===== src/rtl/mac_pkg.sv =====
// Shared constants and types for the multiply-accumulate stage.
package mac_pkg;

  localparam int unsigned ACC_W_DEF = 80;
  localparam int unsigned CNT_W_DEF = 16;
  localparam int unsigned OPND_W    = 32;
  localparam int unsigned PROD_W    = 64;

  typedef enum logic {
    ACCUM,
    HOLD
  } state_t;

endpackage


===== src/rtl/mult_accumulator_if.sv =====
// Operand-in / result-out handshake bundle for mult_accumulator.
interface mult_accumulator_if
  import mac_pkg::*;
#(
  parameter int unsigned ACC_W = ACC_W_DEF,
  parameter int unsigned CNT_W = CNT_W_DEF
);

  logic                     in_valid;
  logic                     in_ready;
  logic signed [OPND_W-1:0] in_a;
  logic signed [OPND_W-1:0] in_b;
  logic                     in_last;

  logic                     out_valid;
  logic                     out_ready;
  logic signed [ACC_W-1:0]  out_acc;
  logic        [CNT_W-1:0]  out_count;
  logic                     out_ovf;

  modport master (
    output in_valid, in_a, in_b, in_last, out_ready,
    input  in_ready, out_valid, out_acc, out_count, out_ovf
  );

  modport slave (
    input  in_valid, in_a, in_b, in_last, out_ready,
    output in_ready, out_valid, out_acc, out_count, out_ovf
  );

endinterface


===== src/rtl/mult_accumulator_multiplier.sv =====
// Combinational 32x32 signed multiplier feeding the accumulator's stage-1 register.
module Multiplier
  import mac_pkg::*;
(
  input  logic signed [OPND_W-1:0] a,
  input  logic signed [OPND_W-1:0] b,
  output logic signed [PROD_W-1:0] result
);

  assign result = a * b;

endmodule


===== src/rtl/mult_accumulator.sv =====
// Two-stage signed multiply-accumulate: registered product, then wide accumulate
// with sticky overflow and a held result presented on the output handshake.
module mult_accumulator
  import mac_pkg::*;
#(
  parameter int unsigned ACC_W = ACC_W_DEF,
  parameter int unsigned CNT_W = CNT_W_DEF
) (
  input  logic              clk,
  input  logic              rst_n,
  mult_accumulator_if.slave bus
);

  state_t                   state, state_next;

  logic signed [PROD_W-1:0] mul_result;
  logic signed [PROD_W-1:0] prod_r;
  logic                     prod_v;
  logic                     prod_last;

  logic signed [ACC_W-1:0]  acc;
  logic        [CNT_W-1:0]  count;
  logic                     ovf;

  logic signed [ACC_W-1:0]  prod_ext;
  logic signed [ACC_W-1:0]  sum;
  logic        [CNT_W-1:0]  count_next;
  logic                     ovf_next;
  logic                     accept;

  Multiplier u_mul (
    .a      (bus.in_a),
    .b      (bus.in_b),
    .result (mul_result)
  );

  assign bus.in_ready  = rst_n && (state == ACCUM) && !(prod_v && prod_last);
  assign bus.out_valid = (state == HOLD);
  assign accept        = bus.in_valid && bus.in_ready;

  always_comb begin
    prod_ext   = ACC_W'(prod_r);
    sum        = acc + prod_ext;
    // Signed overflow: both addends share a sign that the wrapped sum lacks.
    ovf_next   = ovf | ((acc[ACC_W-1] == prod_ext[ACC_W-1]) &&
                        (sum[ACC_W-1] != acc[ACC_W-1]));
    count_next = (count == {CNT_W{1'b1}}) ? count : count + 1'b1;
  end

  always_comb begin
    state_next = state;
    unique case (state)
      ACCUM: if (prod_v && prod_last) state_next = HOLD;
      HOLD:  if (bus.out_ready)       state_next = ACCUM;
      default: state_next = ACCUM;
    endcase
  end

  always_ff @(posedge clk) begin
    if (!rst_n) begin
      state         <= ACCUM;
      prod_r        <= '0;
      prod_v        <= 1'b0;
      prod_last     <= 1'b0;
      acc           <= '0;
      count         <= '0;
      ovf           <= 1'b0;
      bus.out_acc   <= '0;
      bus.out_count <= '0;
      bus.out_ovf   <= 1'b0;
    end else begin
      state  <= state_next;
      prod_v <= accept;
      if (accept) begin
        prod_r    <= mul_result;
        prod_last <= bus.in_last;
      end
      if (prod_v) begin
        if (prod_last) begin
          bus.out_acc   <= sum;
          bus.out_count <= count_next;
          bus.out_ovf   <= ovf_next;
          acc           <= '0;
          count         <= '0;
          ovf           <= 1'b0;
        end else begin
          acc   <= sum;
          count <= count_next;
          ovf   <= ovf_next;
        end
      end
    end
  end

endmodule

===== src/flat_wrapper.sv =====
// flat-port wrapper written by rule: the top's interface ports become plain ports
module mult_accumulator_flat import mac_pkg::*;
#(
  parameter int unsigned ACC_W = ACC_W_DEF,
  parameter int unsigned CNT_W = CNT_W_DEF
)
  (clk, rst_n, bus_in_valid, bus_in_a, bus_in_b, bus_in_last, bus_out_ready, bus_in_ready, bus_out_valid, bus_out_acc, bus_out_count, bus_out_ovf);
  mult_accumulator_if #(.ACC_W(ACC_W), .CNT_W(CNT_W)) bus_i ();
  input  logic clk;
  input  logic rst_n;
  input wire logic [$bits(bus_i.in_valid)-1:0] bus_in_valid;
  input wire logic [$bits(bus_i.in_a)-1:0] bus_in_a;
  input wire logic [$bits(bus_i.in_b)-1:0] bus_in_b;
  input wire logic [$bits(bus_i.in_last)-1:0] bus_in_last;
  input wire logic [$bits(bus_i.out_ready)-1:0] bus_out_ready;
  output wire logic [$bits(bus_i.in_ready)-1:0] bus_in_ready;
  output wire logic [$bits(bus_i.out_valid)-1:0] bus_out_valid;
  output wire logic [$bits(bus_i.out_acc)-1:0] bus_out_acc;
  output wire logic [$bits(bus_i.out_count)-1:0] bus_out_count;
  output wire logic [$bits(bus_i.out_ovf)-1:0] bus_out_ovf;
  assign bus_i.in_valid = bus_in_valid;
  assign bus_i.in_a = bus_in_a;
  assign bus_i.in_b = bus_in_b;
  assign bus_i.in_last = bus_in_last;
  assign bus_i.out_ready = bus_out_ready;
  assign bus_in_ready = bus_i.in_ready;
  assign bus_out_valid = bus_i.out_valid;
  assign bus_out_acc = bus_i.out_acc;
  assign bus_out_count = bus_i.out_count;
  assign bus_out_ovf = bus_i.out_ovf;
  mult_accumulator #(.ACC_W(ACC_W), .CNT_W(CNT_W)) u_core (.clk(clk), .rst_n(rst_n), .bus(bus_i));
endmodule

===== config.mk =====
export PLATFORM = sky130hd
export DESIGN_NAME = mult_accumulator_flat
export DESIGN_NICKNAME = d
export VERILOG_FILES = /design/src/rtl/mac_pkg.sv /design/src/rtl/mult_accumulator_if.sv /design/src/rtl/mult_accumulator_multiplier.sv /design/src/rtl/mult_accumulator.sv /design/src/flat_wrapper.sv
export SDC_FILE = /design/constraint.sdc
export NUM_CORES = 2
export LEC_CHECK = 0
export ABC_AREA = 1
export CORE_MARGIN = 3
export CORE_UTILIZATION = 62
export DETAILED_ROUTE_END_ITERATION = 8
export GPL_TIMING_DRIVEN = 1
export PLACE_DENSITY = 0.8
export SYNTH_ARGS = -nofsm -noshare
export SYNTH_HDL_FRONTEND = slang
export SYNTH_SLANG_ARGS = --single-unit

===== constraint.sdc =====
create_clock -name clk -period 10 [get_ports clk]
set_clock_uncertainty 0.2 [all_clocks]
set_input_delay 2 -clock clk [delete_from_list [all_inputs] [get_ports clk]]
set_output_delay 2 -clock clk [all_outputs]
set_load 0.02 [all_outputs]

==> flow_results.xml <==
<?xml version="1.0" encoding="UTF-8"?>
<metrics>
  <group name="synth">
    <metric name="synth_area" unit="sq um">55300</metric>
    <metric name="synthesis.nets" unit="">9162</metric>
    <metric name="synth_top_cells_by_count" unit="">2,461 x sky130_fd_sc_hd__nand2_1, 2,124 x sky130_fd_sc_hd__inv_1, 1,083 x sky130_fd_sc_hd__fa_1</metric>
    <metric name="synth.largest_area_cell" unit="">sky130_fd_sc_hd__fa_1</metric>
    <metric name="number_of_distinct_library_cell_variants_in_the_gate_level_netlist_after_synthesis" unit="">45</metric>
    <metric name="synth-edff-count" unit="">0</metric>
    <metric name="synth-seq-cells" unit="">261</metric>
    <metric name="ys_top_cells_by_area" unit="">sky130_fd_sc_hd__fa_1 39%, sky130_fd_sc_hd__nand2_1 17%, sky130_fd_sc_hd__inv_1 14%</metric>
    <metric name="yosysMostFrequentCell" unit="">sky130_fd_sc_hd__nand2_1</metric>
    <metric name="sequential_to_total_area_share_from_yosys_stat" unit="%">9.448</metric>
    <metric name="syn_avg_cell_area" unit="sq um">7.139</metric>
    <metric name="synth_warnings" unit="">0</metric>
    <metric name="postSynthCellCount" unit="">7746</metric>
    <metric name="synth_top_area_share" unit="%">39.20</metric>
    <metric name="synth_async_sr_flop_share" unit="%">0</metric>
    <metric name="synth_ff_type" unit="">sky130_fd_sc_hd__dfxtp_1</metric>
  </group>
  <group name="final_layout">
    <metric name="fin_area" unit="sq um">60270</metric>
    <metric name="fin_cells" unit="">9038</metric>
    <metric name="syn_to_final_growth" unit="%">8.975</metric>
    <metric name="drive_gt1_share" unit="%">4.289</metric>
    <metric name="num-nets-final" unit="">9277</metric>
    <metric name="seqCellArea" unit="sq um">5225</metric>
    <metric name="filler_cell_count" unit="">7505</metric>
    <metric name="multi_input_area" unit="sq um">41100</metric>
  </group>
  <group name="critical_path">
    <metric name="timing.critical_path.depth" unit="">27</metric>
    <metric name="crit_arrival" unit="ns">9.94</metric>
    <metric name="critical_path_class" unit="">in -&gt; reg</metric>
    <metric name="worst_reg_to_reg_path_cell_count" unit="">11</metric>
    <metric name="crit_path_frequent_cell" unit="">sky130_fd_sc_hd__fa_1</metric>
    <metric name="worst-path-buf-inv" unit="">8</metric>
    <metric name="timing.critical_path.slowest_stage_cell" unit="">sky130_fd_sc_hd__clkdlybuf4s50_1</metric>
    <metric name="timing.rr.end" unit="">u_core.acc[72]</metric>
    <metric name="cp-end-kind" unit="">register</metric>
    <metric name="regToRegSetupSlack" unit="ns">6.39</metric>
    <metric name="cp.required" unit="ns">10.27</metric>
    <metric name="path_max_fanout" unit="">31</metric>
    <metric name="critical_path.top_delay_family" unit="">adder cells</metric>
    <metric name="setup.worst_path.start_class" unit="">primary input</metric>
    <metric name="rr_startpoint" unit="">u_core.prod_r[63]</metric>
    <metric name="critical_path.max_stage_delay" unit="ns">0.80</metric>
  </group>
  <group name="sta">
    <metric name="slew_viol_final" unit="">0</metric>
    <metric name="fmax" unit="MHz">103.4</metric>
    <metric name="tightest_slew" unit="ns">1.215</metric>
    <metric name="timing.final.crit_share" unit="%">96.69</metric>
    <metric name="setup_viol" unit="">0</metric>
    <metric name="rsz0062_at_grt" unit="">false</metric>
    <metric name="finalHoldViolCount" unit="">0</metric>
    <metric name="finalSetupTns" unit="ns">0</metric>
    <metric name="timing.slew.headroom" unit="%">19.02</metric>
    <metric name="layout_min_cycle_time" unit="ns">9.669</metric>
  </group>
  <group name="clock_network">
    <metric name="root_buffer_selected_by_cts" unit="">sky130_fd_sc_hd__clkbuf_16</metric>
    <metric name="cts.htree.levels" unit="">1</metric>
    <metric name="cts_inserted_buffers" unit="">29</metric>
    <metric name="cts_tree" unit="">done</metric>
    <metric name="worstSkewPairLatency" unit="ns">0.60</metric>
    <metric name="post_cts_resize_count" unit="">0</metric>
    <metric name="cts_hold_buffers" unit="">0</metric>
    <metric name="cts_post_setup_buffers_inserted" unit="">0</metric>
    <metric name="clock_tree.buffer_depth" unit="">3</metric>
    <metric name="clk_sinks" unit="">261</metric>
    <metric name="cts.clk_slew.worst_paths" unit="ns">0.07</metric>
  </group>
  <group name="floorplanning">
    <metric name="die_area" unit="sq um">92810</metric>
    <metric name="rows" unit="">108</metric>
    <metric name="die_y" unit="microns">304.7</metric>
    <metric name="top_level_ports" unit="">168</metric>
    <metric name="floorplan.initialDensity" unit="%">63.16</metric>
    <metric name="core_footprint" unit="sq um">87560</metric>
    <metric name="die_x" unit="microns">304.7</metric>
  </group>
  <group name="placed_design">
    <metric name="placed_area" unit="sq um">59200</metric>
    <metric name="port_buffers" unit="">167</metric>
    <metric name="detailed_place_hpwl" unit="microns">150000</metric>
    <metric name="numPlacedInstances" unit="">8985</metric>
    <metric name="gp_routability_congestion" unit="">1.044</metric>
  </group>
  <group name="global_route">
    <metric name="grt-ovfl-total" unit="">0</metric>
    <metric name="initial_antenna_violation_count" unit="">2</metric>
    <metric name="grt_start_max_net_pins" unit="">98</metric>
    <metric name="grt_first_pass_wirelength" unit="microns">283500</metric>
    <metric name="globalRouteTotalUtil" unit="%">39.09</metric>
    <metric name="number_of_global_route_vias_before_repair" unit="">51685</metric>
  </group>
  <group name="outcome">
    <metric name="outcome" unit="">finished, final reports clean</metric>
  </group>
  <group name="routing">
    <metric name="routedWlPerCell" unit="microns">19.77</metric>
    <metric name="drt_first_pass_iters" unit="">6</metric>
    <metric name="drt_drc_violations_left" unit="">0</metric>
    <metric name="first_iter_violations" unit="">4496</metric>
    <metric name="drt-total-wl" unit="microns">178700</metric>
    <metric name="drt-vias-per-instance" unit="">5.439</metric>
    <metric name="vias" unit="">49155</metric>
    <metric name="final_antenna_net_count" unit="">0</metric>
  </group>
  <group name="job">
    <metric name="timing.max_cap.violations" unit="">0</metric>
  </group>
  <group name="worst_hold_path">
    <metric name="min_path_type" unit="">reg -&gt; reg</metric>
    <metric name="hold_path_depth" unit="">2</metric>
    <metric name="worst_hold_path.endpoint" unit="">u_core.bus.out_acc[45]</metric>
    <metric name="worstHoldStart" unit="">u_core.bus.out_acc[45]</metric>
  </group>
</metrics>
## worst min-delay path, cell delays in order (launching register included)
cell and delay, ns:
sky130_fd_sc_hd__dfxtp_1 0.31, sky130_fd_sc_hd__nand2_1 0.06, sky130_fd_sc_hd__nand2_1 0.04
## per-layer routing
metal	up-vias	routed length (microns)	global-route usage, %
met5	-	0	0
met4	0	9853	17.60
li1	22392	-	-
met2	2341	82910	64.53
met1	23812	69840	51.33
met3	610	16070	5.854
## stage by stage
stage	util, %	hold WS (ns)	setup slack, ns
3_3_place_gp	67.61	0.2351	-0.1026
3_5_place_dp	67.61	0.2415	-0.04460
4_1_cts	68.82	0.2538	0.5525
2_1_floorplan	-	0.2453	0.9758
6_report	68.82	0.2520	0.3309
5_1_grt	68.82	0.2648	0.09254
## registers in the layout (all words and copies together) (netlist names)
| signal | cells |
|---|---|
| u_core.bus.out_acc | 80 |
| u_core.acc | 80 |
| u_core.ovf | 1 |
| u_core.count | 16 |
| u_core.bus.out_count | 16 |
| u_core.bus.out_valid | 1 |
| u_core.prod_v | 1 |
| u_core.bus.out_ovf | 1 |
| u_core.prod_r | 64 |
| u_core.prod_last | 1 |
## placed cells by master, fill, tap and decap left out, types with 19 or more instances in the layout
cell type                            n
sky130_fd_sc_hd__nor2_1            333
sky130_fd_sc_hd__inv_1            2123
sky130_fd_sc_hd__o21ai_0           117
sky130_fd_sc_hd__nor2_2             26
sky130_fd_sc_hd__clkbuf_16          29
sky130_fd_sc_hd__fa_1             1083
sky130_fd_sc_hd__a21oi_1           240
sky130_fd_sc_hd__dfxtp_1           261
sky130_fd_sc_hd__nor3_1             25
sky130_fd_sc_hd__nand3b_1           21
sky130_fd_sc_hd__clkdlybuf4s50_1   166
sky130_fd_sc_hd__nand4_1            45
sky130_fd_sc_hd__or2_2              19
sky130_fd_sc_hd__a22o_1             30
sky130_fd_sc_hd__buf_4             144
sky130_fd_sc_hd__nand3_1           259
sky130_fd_sc_hd__nand2_1          2460
sky130_fd_sc_hd__ha_1              264
sky130_fd_sc_hd__nand2_2            24
sky130_fd_sc_hd__buf_12             34
sky130_fd_sc_hd__xor2_1             54
## cell families after synthesis
family	Yosys count	synth area share (%)
AO/OA/AOI/OAI	430	4.353
flip-flops	261	9.448
XOR/XNOR	72	1.140
adder cells (fa/ha/maj)	1347	45.18
AND/OR/NAND/NOR	3243	23.61
buffers and inverters	2393	16.27
## worst max path at each step
stage                 start                end  slack, ns
3_5_place_dp   bus_in_b[11]  u_core.prod_r[32]      -0.04
5_1_grt        bus_in_b[12]  u_core.prod_r[40]       0.09
4_1_cts        bus_in_b[11]  u_core.prod_r[32]       0.55
2_1_floorplan  bus_in_a[31]  u_core.prod_r[55]       0.98
6_report       bus_in_b[11]  u_core.prod_r[32]       0.33
3_3_place_gp   bus_in_b[11]  u_core.prod_r[32]      -0.10
## final cells by class
type / instances / area share (%)
antenna: 2 / 0.008305
clock buffer: 34 / 1.302
clock inverter: 17 / 0.4609
inverter: 2132 / 13.28
multi-input combinational: 5092 / 68.19
sequential: 261 / 8.670
tap: 1155 / 2.398
timing repair buffer: 345 / 5.689
Power is left out: the tool's default activity adds up to more than one toggle a clock period on the data nets, which glitch-free logic cannot reach.
